[config.mk]
export PLATFORM = sky130hd
export DESIGN_NAME = game_sequencer
export DESIGN_NICKNAME = d
export VERILOG_FILES = /design/src/rtl/game_sequencer.sv
export SDC_FILE = /design/constraint.sdc
export NUM_CORES = 1
export LEC_CHECK = 0
export BUFFER_PORTS_ARGS = -buffer_cell sky130_fd_sc_hd__buf_2
export CAP_MARGIN = 15
export CORE_UTILIZATION = 40
export CTS_CLUSTER_SIZE = 10
export DETAILED_ROUTE_END_ITERATION = 8
export SKIP_CTS_REPAIR_TIMING = 1
export SLEW_MARGIN = 10
export SYNTH_ARGS = -nofsm -noshare
export SYNTH_HDL_FRONTEND = slang
export SYNTH_SLANG_ARGS = --single-unit
[constraint.sdc]
create_clock -name clk -period 2.7 [get_ports clk]
set_input_delay 0.405 -clock clk [delete_from_list [all_inputs] [get_ports clk]]
set_output_delay 0.405 -clock clk [all_outputs]
set_load 0.02 [all_outputs]
[src/rtl/game_sequencer.sv]
// Game-control core: tick divider, button debounce, direction latch, collision check,
// IDLE/PLAY/DYING/OVER sequencer with lives and saturating score.
module game_sequencer #(
  parameter int unsigned TICK_DIV    = 50000,
  parameter int unsigned NUM_BTN     = 4,
  parameter int unsigned DEB_TICKS   = 8,
  parameter int unsigned NUM_MON     = 3,
  parameter int unsigned POS_W       = 9,
  parameter int unsigned HIT_DIST    = 8,
  parameter int unsigned LIVES       = 3,
  parameter int unsigned DEATH_TICKS = 1000,
  parameter int unsigned SCORE_W     = 16,
  parameter int unsigned DOT_PTS     = 10
) (
  input  logic                       clk,
  input  logic                       reset,
  input  logic [NUM_BTN-1:0]         btn,
  input  logic [POS_W-1:0]           p_x,
  input  logic [POS_W-1:0]           p_y,
  input  logic [NUM_MON*POS_W-1:0]   m_x,
  input  logic [NUM_MON*POS_W-1:0]   m_y,
  input  logic                       dot_eaten,
  output logic                       tick,
  output logic [NUM_BTN-1:0]         btn_press,
  output logic [1:0]                 dir,
  output logic [1:0]                 state,
  output logic                       freeze,
  output logic                       respawn,
  output logic [2:0]                 lives,
  output logic [SCORE_W-1:0]         score
);

  localparam int unsigned TW  = $clog2(TICK_DIV);
  localparam int unsigned DW  = $clog2(DEB_TICKS + 1);
  localparam int unsigned KW  = $clog2(DEATH_TICKS + 1);
  localparam int unsigned SW1 = SCORE_W + 1;

  typedef enum logic [1:0] {
    S_IDLE  = 2'd0,
    S_PLAY  = 2'd1,
    S_DYING = 2'd2,
    S_OVER  = 2'd3
  } state_t;

  state_t               state_q, state_d;
  logic [TW-1:0]        tcnt_q, tcnt_d;
  logic                 tick_q, tick_d;
  logic [NUM_BTN-1:0]   sync1_q, sync2_q;
  logic [NUM_BTN-1:0]   deb_q, deb_d;
  logic [NUM_BTN-1:0]   arm_q, arm_d;
  logic [NUM_BTN-1:0]   press_q, press_d;
  logic [DW-1:0]        dbc_q [NUM_BTN];
  logic [DW-1:0]        dbc_d [NUM_BTN];
  logic [1:0]           dir_q, dir_d;
  logic [KW-1:0]        dcnt_q, dcnt_d;
  logic [2:0]           lives_q, lives_d;
  logic [SCORE_W-1:0]   score_q, score_d;
  logic                 respawn_q, respawn_d;
  logic                 hit;
  logic                 any_press;
  logic [SCORE_W:0]     sum;

  function automatic logic [POS_W-1:0] absdiff(input logic [POS_W-1:0] a, input logic [POS_W-1:0] b);
    return (a >= b) ? (a - b) : (b - a);
  endfunction

  always_comb begin
    if (tcnt_q == TW'(TICK_DIV - 1)) begin
      tcnt_d = '0;
      tick_d = 1'b1;
    end else begin
      tcnt_d = tcnt_q + TW'(1);
      tick_d = 1'b0;
    end
  end

  // arm_q blocks a press for a button that was already held when reset was released:
  // it only sets once the synchronised level has been seen low on a tick.
  always_comb begin
    deb_d   = deb_q;
    arm_d   = arm_q;
    press_d = '0;
    for (int unsigned i = 0; i < NUM_BTN; i++) begin
      dbc_d[i] = dbc_q[i];
      if (tick_q) begin
        if (!sync2_q[i]) arm_d[i] = 1'b1;
        if (sync2_q[i] == deb_q[i]) begin
          dbc_d[i] = '0;
        end else if (dbc_q[i] == DW'(DEB_TICKS - 1)) begin
          dbc_d[i]   = '0;
          deb_d[i]   = sync2_q[i];
          press_d[i] = sync2_q[i] & arm_q[i];
        end else begin
          dbc_d[i] = dbc_q[i] + DW'(1);
        end
      end
    end
  end

  always_comb begin
    dir_d = dir_q;
    if (state_q == S_PLAY) begin
      for (int unsigned j = 0; j < NUM_BTN; j++) begin
        if (press_q[NUM_BTN-1-j]) dir_d = 2'(NUM_BTN - 1 - j);
      end
    end
  end

  always_comb begin
    hit = 1'b0;
    for (int unsigned i = 0; i < NUM_MON; i++) begin
      if (absdiff(p_x, m_x[i*POS_W +: POS_W]) < POS_W'(HIT_DIST) &&
          absdiff(p_y, m_y[i*POS_W +: POS_W]) < POS_W'(HIT_DIST)) hit = 1'b1;
    end
  end

  always_comb begin
    state_d   = state_q;
    lives_d   = lives_q;
    score_d   = score_q;
    dcnt_d    = dcnt_q;
    respawn_d = 1'b0;
    any_press = |press_q;
    sum       = {1'b0, score_q} + SW1'(DOT_PTS);
    case (state_q)
      S_IDLE: begin
        if (any_press) begin
          state_d   = S_PLAY;
          lives_d   = 3'(LIVES);
          score_d   = '0;
          respawn_d = 1'b1;
        end
      end
      S_PLAY: begin
        if (dot_eaten) score_d = sum[SCORE_W] ? '1 : sum[SCORE_W-1:0];
        if (tick_q && hit) begin
          state_d = S_DYING;
          lives_d = lives_q - 3'd1;
          dcnt_d  = '0;
        end
      end
      S_DYING: begin
        if (tick_q) begin
          if (dcnt_q == KW'(DEATH_TICKS - 1)) begin
            dcnt_d = '0;
            if (lives_q == 3'd0) begin
              state_d = S_OVER;
            end else begin
              state_d   = S_PLAY;
              respawn_d = 1'b1;
            end
          end else begin
            dcnt_d = dcnt_q + KW'(1);
          end
        end
      end
      S_OVER: begin
        if (any_press) state_d = S_IDLE;
      end
      default: state_d = S_IDLE;
    endcase
  end

  always_ff @(posedge clk or negedge reset) begin
    if (!reset) begin
      state_q   <= S_IDLE;
      tcnt_q    <= '0;
      tick_q    <= 1'b0;
      sync1_q   <= '0;
      sync2_q   <= '0;
      deb_q     <= '0;
      arm_q     <= '0;
      press_q   <= '0;
      for (int unsigned i = 0; i < NUM_BTN; i++) dbc_q[i] <= '0;
      dir_q     <= '0;
      dcnt_q    <= '0;
      lives_q   <= 3'(LIVES);
      score_q   <= '0;
      respawn_q <= 1'b0;
    end else begin
      state_q   <= state_d;
      tcnt_q    <= tcnt_d;
      tick_q    <= tick_d;
      sync1_q   <= btn;
      sync2_q   <= sync1_q;
      deb_q     <= deb_d;
      arm_q     <= arm_d;
      press_q   <= press_d;
      for (int unsigned i = 0; i < NUM_BTN; i++) dbc_q[i] <= dbc_d[i];
      dir_q     <= dir_d;
      dcnt_q    <= dcnt_d;
      lives_q   <= lives_d;
      score_q   <= score_d;
      respawn_q <= respawn_d;
    end
  end

  assign tick      = tick_q;
  assign btn_press = press_q;
  assign dir       = dir_q;
  assign state     = state_q;
  assign freeze    = (state_q != S_PLAY);
  assign respawn   = respawn_q;
  assign lives     = lives_q;
  assign score     = score_q;

endmodule

==> results of run 1 <==
kinds of logic (layout without fill, tap and decap cells):
group,after synthesis,in the layout,synth area share (%)
DFF,87,87,26.12
AOI/OAI and AO/OA,277,277,22.39
xor gates and xnor gates,39,39,4.094
adders and majority gates,111,111,16.64
buffers and inverters,131,409,6.223
and+or+nand+nor,350,350,21.70
muxes,23,23,2.834
power by group through the flow:
stage	Sequential (W)	Clock, W	Combinational (W)
3_5_place_dp	0.00134	0	0.00132
2_1_floorplan	0.00134	0	0.000730
5_1_grt	0.00131	0.00140	0.00154
3_3_place_gp	0.00134	0	0.00131
6_report	0.00131	0.00133	0.00139
4_1_cts	0.00131	0.00136	0.00133
synth_stat cells, types with 19 or more instances:
cell,count,area (um^2)
dfrtp_1,85,2127
mux2i_1,21,210.2
nand3_1,35,175.2
nor2_1,68,255.2
a21oi_1,58,290.3
xnor2_1,20,175.2
ha_1,111,1389
inv_1,96,360.4
nor3_1,27,135.1
clkbuf_1,28,105.1
xor2_1,19,166.4
nand2_1,85,319.1
o21ai_0,57,285.3
through the flow:
step / util [%] / worst slack [ps] / power (W) / setup TNS, ps
floorplan: - / -388.1 / 0.002067 / -3759
global placement: 52.31 / -809.1 / 0.002652 / -10920
detailed placement: 52.31 / -827.3 / 0.002659 / -11120
CTS: 53.88 / -491.3 / 0.004007 / -6081
global route: 55.11 / -453.8 / 0.004255 / -5465
finish: 55.11 / -317.5 / 0.004029 / -3653
registers in the layout, summed over array words and instances, names as in the netlist:
register / cells
arm_q: 4
btn_press: 4
dbc_q: 16
dcnt_q: 10
deb_q: 4
dir: 2
lives: 3
respawn: 1
score: 16
state: 2
sync1_q: 4
sync2_q: 4
tcnt_q: 16
tick: 1
layout make-up:
| class | count | share of cell area (%) |
|---|---|---|
| clock inverter | 7 | 0.8473 |
| inverter | 97 | 3.478 |
| multi-input combinational | 800 | 53.29 |
| sequential | 87 | 19.42 |
| timing repair buffer | 296 | 17.95 |
| tap | 270 | 3.010 |
| clock buffer | 9 | 2.007 |
layer usage:
| metal | GRT usage (%) | vias up |
|---|---|---|
| met5 | 0 | - |
| met4 | 6.458 | 0 |
| met3 | 1.781 | 27 |
| met2 | 34.93 | 158 |
| li1 | - | 4201 |
| met1 | 29.02 | 3836 |
worst paths after layout:
check	cells after the start	endpoint	startpoint	slack, ps
max	13	dcnt_q[0]	p_x[3]	-320
min	1	sync1_q[2]	reset	10
max reg2reg	8	dcnt_q[0]	state[1]	440
min reg2reg	0	sync2_q[3]	sync1_q[3]	350
max in group asynchronous	2	lives[1]	reset	1960
min in group clk	1	sync1_q[2]	btn[2]	170
cell usage in the layout (no fill, tap or decap), types with 26 or more instances in the layout:
master   Yosys  final
ha_1       111     94
nor2_1      68     67
nand3_1     35     35
buf_2        1    104
inv_1       96     85
a21oi_1     58     54
nand2_1     85     85
dfrtp_1     85     85
buf_4        1    185
nor3_1      27     26
o21ai_0     57     52
==> out/summary.txt, run 1 <==
Worst Path Arrival: 3240 ps
post-synthesis sequential area ratio: 26.12%
Num CTS Buffers: 9
worst min-delay path class: input pin to async pin
main flop type after synthesis: dfrtp_1
synthesized area: 8344 um^2
Mapped Nets: 1208
WP data required: 2930 ps
clk_lat worst skew: 340 ps
routed len/inst: 14.37 um
Seq cells post-synth: 87
Peak VDD IR: 0.0004421 V
dpl cell area: 10650 um^2
Avg Cell Area, Syn: 8.197 um^2
Die ar.: 21440 um^2
Leakage: 5.740 nW
Setup Skew: 7.446 ps
switching pwr: 0.001207 W
H-Tree Depth: 3
placed insts: 1546
initial antenna violation count: 0
vias in the first global route: 7869
Max Fclk: 331.4 MHz
Iter 0 DRT Violations: 346
Via-to-Cell Ratio: 5.250
layout cells sized above 1: 29.63%
RD Place Congestion: 0.9073
actual slew at the worst max-slew pin: 721.6 ps
worst setup path category: input pin to flop
final global-route overflow total: 0
Via Count: 8222
# port buffers: 108
drt pass-1 iters: 4
gr usage total: 21.06%
MaxCap Viol Count: 0
RSZ-0062 raised after global routing: yes
Buf+Inv Stages, Crit Path: 2
P_int: 0.002822 W
FFs w/ async S/R, synth: 100.0%
failing checks: negative setup slack
final hold violation count: 0
Synth Instances: 1018
diodes inserted: 0
first-pass GRT wire length: 37410 um
final-report max-slew violation count: 0
initial core utilization: 40.97%
slowest cell delay on critical path: 460 ps
P per Cell Area: 359.0 nW/um^2
critical path's top delay family: simple AND/OR/NAND/NOR gates
DR DRC count: 0
CTS clk-pin slew, worst paths: 70 ps
power share of the combinational group: 34.5%
crit start category: input pin
met2 wire length: 10440 um
CP most frequent cell: mux2i_1
CP max FO: 5
Sequential Area: 2180 um^2
Warnings, synthesis: 0
status: finished with violations
chip width: 146.4 um
critical path capture point type: flop
post-synth cell types: 78
final cell count without fillers: 1566
post-route ant nets: 0
Multi-input gate area: 5981 um^2
worst path cell trace: buf_8 -> clkinvlp_4 -> ha_4 -> and3_4 -> o21a_1 -> o311a_1 -> a211oi_2 -> mux2i_1 -> mux2i_1 -> or4_4 -> nand3_4 -> nor2_4 -> mux2_4
Nets: 1481
CTS tree: done
I/O Pins: 109
clock share of power: 33.0%
clock net sink count: 87
WL met3: 683 um
largest net degree at the start of global routing: 43
Top Layer Used: met4
Die Y: 146.4 um
Longest Clk Path Bufs: 2
Rows: 52
CTS Root Cell: clkbuf_16
slowest CP cell: or4_4
Layout area overhead: 34.50%
DRT Wirelength: 22500 um
M1 wire length: 10980 um
worst setup margin: -317.5 ps
Post-synth EDFFs: 0
fin area: 11220 um^2
sequential power share: 32.6%
hold slack final: 14.59 ps
Finish-stage setup viols: 15
Min Clock Period, post-route: 3017 ps
Sw Ratio: 29.96%
post-DP HPWL: 18210 um
core area: 20360 um^2
period utilization: 111.8%
filler cell count: 1899
Slew HR: 51.45%
(Power assumes the default switching activity.)
==> run 2, diff against run 1 <==
--- a/config.mk
+++ b/config.mk
@@ -5,7 +5,9 @@
 export SDC_FILE = /design/constraint.sdc
 export NUM_CORES = 1
 export LEC_CHECK = 0
-export BUFFER_PORTS_ARGS = -buffer_cell sky130_fd_sc_hd__buf_2
+export ABC_AREA = 1
+export ABC_CLOCK_PERIOD_IN_PS = 2700
+export BUFFER_PORTS_ARGS = -buffer_cell sky130_fd_sc_hd__buf_4
 export CAP_MARGIN = 15
 export CORE_UTILIZATION = 40
 export CTS_CLUSTER_SIZE = 10
==> out/summary.txt, run 2 <==
Num CTS Buffers: 9
final hold violation count: 0
WL met3: 850 um
critical path capture point type: flop
Via Count: 9690
initial antenna violation count: 0
Setup Skew: 9.792 ps
routed len/inst: 12.22 um
main flop type after synthesis: dfrtp_1
worst setup path category: input pin to flop
Leakage: 6.760 nW
gr usage total: 20.82%
Top Layer Used: met4
initial core utilization: 40.76%
FFs w/ async S/R, synth: 100.0%
MaxCap Viol Count: 0
Mapped Nets: 1706
Via-to-Cell Ratio: 4.752
Finish-stage setup viols: 0
met2 wire length: 11710 um
most frequent cell after synthesis: nand2_1
post-synth cell types: 41
CP max FO: 18
sequential power share: 31.6%
most used cells in the layout excluding fill and tap cells: nand2_1, inv_1, buf_4
Sw Ratio: 33.78%
power share of the combinational group: 35.9%
P_int: 0.002755 W
drt pass-1 iters: 5
DRT Wirelength: 24920 um
clock net sink count: 87
Warnings, synthesis: 0
vias in the first global route: 9186
most frequent cells after synthesis: nand2_1, inv_1, nand3_1, nor2_1, ha_1
CTS tree: done
top post-synthesis cells by area: dfrtp_1, nand2_1, ha_1
Max Fclk: 405.9 MHz
M1 wire length: 12130 um
post-synthesis sequential area ratio: 22.78%
CTS clk-pin slew, worst paths: 70 ps
Seq cells post-synth: 87
H-Tree Depth: 3
chip width: 156.7 um
WP data required: 2980 ps
worst setup margin: 236.4 ps
RD Place Congestion: 0.8968
clk_lat worst skew: 350 ps
dpl cell area: 11380 um^2
Slew HR: 54.10%
status: finished clean
Peak VDD IR: 0.0003111 V
Worst Path Arrival: 2740 ps
Die Y: 156.7 um
cell accounting for the most synthesized area: dfrtp_1
commonest non-fill, non-tap cell in the layout: nand2_1
Layout area overhead: 22.68%
actual slew at the worst max-slew pin: 683.2 ps
CTS Root Cell: clkbuf_16
first-pass GRT wire length: 41920 um
clock share of power: 32.5%
crit start category: input pin
Post-synth EDFFs: 0
synthesized area: 9567 um^2
diodes inserted: 0
period utilization: 91.24%
post-DP HPWL: 20870 um
Min Clock Period, post-route: 2464 ps
layout cells sized above 1: 15.58%
final global-route overflow total: 0
Longest Clk Path Bufs: 2
Iter 0 DRT Violations: 497
Synth Instances: 1516
post-route ant nets: 0
core area: 23470 um^2
final-report max-slew violation count: 0
switching pwr: 0.001405 W
I/O Pins: 109
largest net degree at the start of global routing: 49
final core utilization: 50.00%
worst slack, placed: -191.8 ps
Avg Cell Area, Syn: 6.310 um^2
post-synth top area share: 22.23%
fin area: 11740 um^2
worst min-delay path class: input pin to async pin
Die ar.: 24540 um^2
# port buffers: 108
Nets: 1905
Rows: 56
P per Cell Area: 354.4 nW/um^2
DR DRC count: 0
run 2: cell types whose count changed in the layout (fill, tap and decap cells not counted), sizes merged, moves of 13 or more:
cell	previous run	this run
buf	295	199
a211oi	14	1
nor2	69	122
nand3	36	136
and3	18	0
nand4	10	31
nand2	85	502
mux2i	21	0
nand2b	18	0
o21ai	58	42
inv	96	281
nor2b	16	0
run 2: power groups by stage:
stage	sequential, W	combinational (W)	clock (W)
floorplan	0.00134	0.000954	0
global placement	0.00134	0.00147	0
detailed placement	0.00134	0.00148	0
CTS	0.00131	0.00149	0.00139
global route	0.00131	0.00171	0.00145
finish	0.00131	0.00149	0.00135
run 2: cells by family after synthesis:
logic type | count (synthesis) | synth area share [%]
AO/OA/AOI/OAI | 157 | 9.652
XOR/XNOR | 42 | 3.845
adder cells (fa/ha/maj) | 111 | 14.52
buffers and inverters | 289 | 11.74
flip-flops | 87 | 22.78
AND/OR/NAND/NOR | 830 | 37.46
run 2: cell type report:
type / count / area (um^2)
well taps: 319 / 399.1
flip-flops and latches: 87 / 2180
repair buffers: 199 / 1494
inverters: 278 / 1044
multi-input cells: 1140 / 6294
clock buffers: 10 / 229.0
fillers: 2437 / 11740
clock inverters: 6 / 97.59
run 2: through the flow:
stage / setup TNS (ps) / hold WS (ps) / cells / power (W)
finish: 0 / 48.89 / 2039 / 0.004160
global route: -14.80 / 109.6 / 2039 / 0.004473
CTS: 0 / 74.64 / 2039 / 0.004185
detailed placement: -2434 / 334.7 / 2023 / 0.002815
global placement: -3263 / 332.6 / 2023 / 0.002806
floorplan: 0 / 109.4 / 1516 / 0.002291
run 2: path summary, 6_finish.rpt:
| kind | slack (ps) | start | depth (start not counted) | to |
|---|---|---|---|---|
| min reg2reg | 350 | sync1_q[0] | 0 | sync2_q[0] |
| min in group clk | 170 | btn[0] | 1 | sync1_q[0] |
| max in group asynchronous | 1900 | reset | 2 | lives[0] |
| max reg2reg | 530 | score[1] | 12 | score[15] |
| min | 50 | reset | 1 | score[12] |
| max | 240 | p_y[6] | 21 | dcnt_q[1] |
run 2: layer usage:
metal / track usage, % / vias up
met5: 0 / -
met4: 2.568 / 0
met3: 2.742 / 19
met2: 35.88 / 159
met1: 28.29 / 4311
li1: - / 5201
run 2: critical path, stage by stage:
cell and delay, ps:
buf_4 80, inv_1 70, buf_4 140, ha_1 380, nand2_1 110, nand2_1 80, nand2_1 60, nand2_1 50
a21oi_2 130, nand2_2 130, inv_2 90, nand2_1 50, nand2_1 70, nand3_1 80, nor2_1 130, nand2_1 110
nand3_2 140, nand2_8 120, nand2_4 160, nand2_1 80, nand2_1 70
==> run 3, diff against run 2 <==
--- a/config.mk
+++ b/config.mk
@@ -12,6 +12,7 @@
 export CORE_UTILIZATION = 40
 export CTS_CLUSTER_SIZE = 10
 export DETAILED_ROUTE_END_ITERATION = 8
+export PLACE_DENSITY = 0.62
 export SKIP_CTS_REPAIR_TIMING = 1
 export SLEW_MARGIN = 10
 export SYNTH_ARGS = -nofsm -noshare
==> out/summary.txt, run 3 (synthesis gave the netlist of run 2 again) <==
Rows: 56
clock net sink count: 87
worst setup path category: input pin to flop
Sw Ratio: 33.74%
Peak VDD IR: 0.0002617 V
filler cell count: 2430
Min Clock Period, post-route: 2473 ps
slowest cell delay on critical path: 410 ps
clk_lat worst skew: 330 ps
Finish-stage setup viols: 0
H-Tree Depth: 3
I/O Pins: 109
dpl cell area: 11500 um^2
sequential power share: 32.3%
CTS tree: done
CP max FO: 18
Pwr Total: 0.004066 W
Layout area overhead: 23.76%
layout cells sized above 1: 16.39%
worst path cell trace: buf_4 -> clkinvlp_4 -> ha_2 -> nand2_1 -> nor2_1 -> nand2_1 -> nand2_2 -> nand3_1 -> nand2_1 -> nand3_1 -> nor2_4 -> nand2_1 -> nand3_2 -> nand2_8 -> nand2_8 -> nand2_1 -> nand2_1
post-route ant nets: 0
Max Fclk: 404.3 MHz
power share of the combinational group: 37.3%
actual slew at the worst max-slew pin: 650.4 ps
RSZ-0062 raised after global routing: no
DRT Wirelength: 24630 um
gr usage total: 20.71%
vias in the first global route: 9288
diodes inserted: 0
crit start category: input pin
Via Count: 9735
core area: 23470 um^2
slowest CP cell: ha_2
hold slack final: 84.40 ps
DR DRC count: 0
# port buffers: 108
routed len/inst: 12.00 um
MaxCap Viol Count: 0
Die ar.: 24540 um^2
P per Cell Area: 343.4 nW/um^2
Worst Path Arrival: 2740 ps
initial core utilization: 40.76%
WP data required: 2970 ps
clock share of power: 30.4%
Die Y: 156.7 um
final global-route overflow total: 0
final-report max-slew violation count: 0
CTS Root Cell: clkbuf_16
chip width: 156.7 um
drt pass-1 iters: 5
Via-to-Cell Ratio: 4.744
largest net degree at the start of global routing: 50
final core utilization: 50.44%
Nets: 1919
CP most frequent cell: nand2_1
Setup Skew: 4.896 ps
worst min-delay path class: input pin to async pin
Slew HR: 56.64%
fin area: 11840 um^2
first-pass GRT wire length: 41660 um
Longest Clk Path Bufs: 2
status: finished clean
P_int: 0.002694 W
critical path capture point type: flop
CTS clk-pin slew, worst paths: 60 ps
RD Place Congestion: 0.9338
Iter 0 DRT Violations: 490
Num CTS Buffers: 9
final hold violation count: 0
period utilization: 91.60%
commonest non-fill, non-tap cell in the layout: nand2_1
Leakage: 6.807 nW
initial antenna violation count: 0
most used cells in the layout excluding fill and tap cells: nand2_1, inv_1, buf_4
switching pwr: 0.001372 W
post-DP HPWL: 20750 um
-- run 3: critical path, delay by kind of cell --
family	cells	cell delay [ps]
fa+ha+maj	1	410
buf+inv	2	230
simple gates	14	1680
-- run 3: final timing paths --
check / endpoint / start / cells past startpoint / slack, ps
worst max-delay path: dcnt_q[4] / p_x[6] / 17 / 230
min in group clk: sync1_q[3] / btn[3] / 1 / 180
worst min register to register: sync2_q[3] / sync1_q[3] / 0 / 350
max in group asynchronous: tcnt_q[2] / reset / 2 / 1980
worst min-delay path: score[12] / reset / 1 / 80
worst max register to register: score[15] / score[1] / 12 / 650
-- run 3: power groups by stage --
| stage | sequential (W) | combinational, W | clock (W) |
|---|---|---|---|
| after global placement | 0.00134 | 0.00150 | 0 |
| after floorplan | 0.00134 | 0.000954 | 0 |
| after detailed placement | 0.00134 | 0.00150 | 0 |
| after CTS | 0.00131 | 0.00151 | 0.00127 |
| after global routing | 0.00131 | 0.00173 | 0.00133 |
| final | 0.00131 | 0.00151 | 0.00124 |
-- run 3: area by class of cell --
class / instances / area, um^2 / area share (%)
inverters: 278 / 1047 / 8.845
repair buffers: 213 / 1612 / 13.61
well taps: 319 / 399.1 / 3.371
multi-input cells: 1140 / 6305 / 53.25
clock buffers: 11 / 242.7 / 2.050
clock inverters: 4 / 55.05 / 0.4650
flip-flops and latches: 87 / 2180 / 18.41
-- run 3: metrics by stage --
stage / setup WS, ps / setup TNS [ps] / cells
6_report: 226.7 / 0 / 2052
5_1_grt: 5.854 / 0 / 2052
4_1_cts: -33.82 / -153.1 / 2052
3_5_place_dp: -372.6 / -5154 / 2037
3_3_place_gp: -328.7 / -4619 / 2037
2_1_floorplan: 425.4 / 0 / 1516
-- run 3: metal layers --
| layer | part of all wire, % | up-vias | global-route usage [%] |
|---|---|---|---|
| li1 | - | 5212 | - |
| met1 | 49 | 4336 | 26.68 |
| met2 | 47 | 161 | 36.61 |
| met3 | 2.8 | 26 | 2.714 |
| met4 | 1.5 | 0 | 4.528 |
| met5 | 0 | - | 0 |
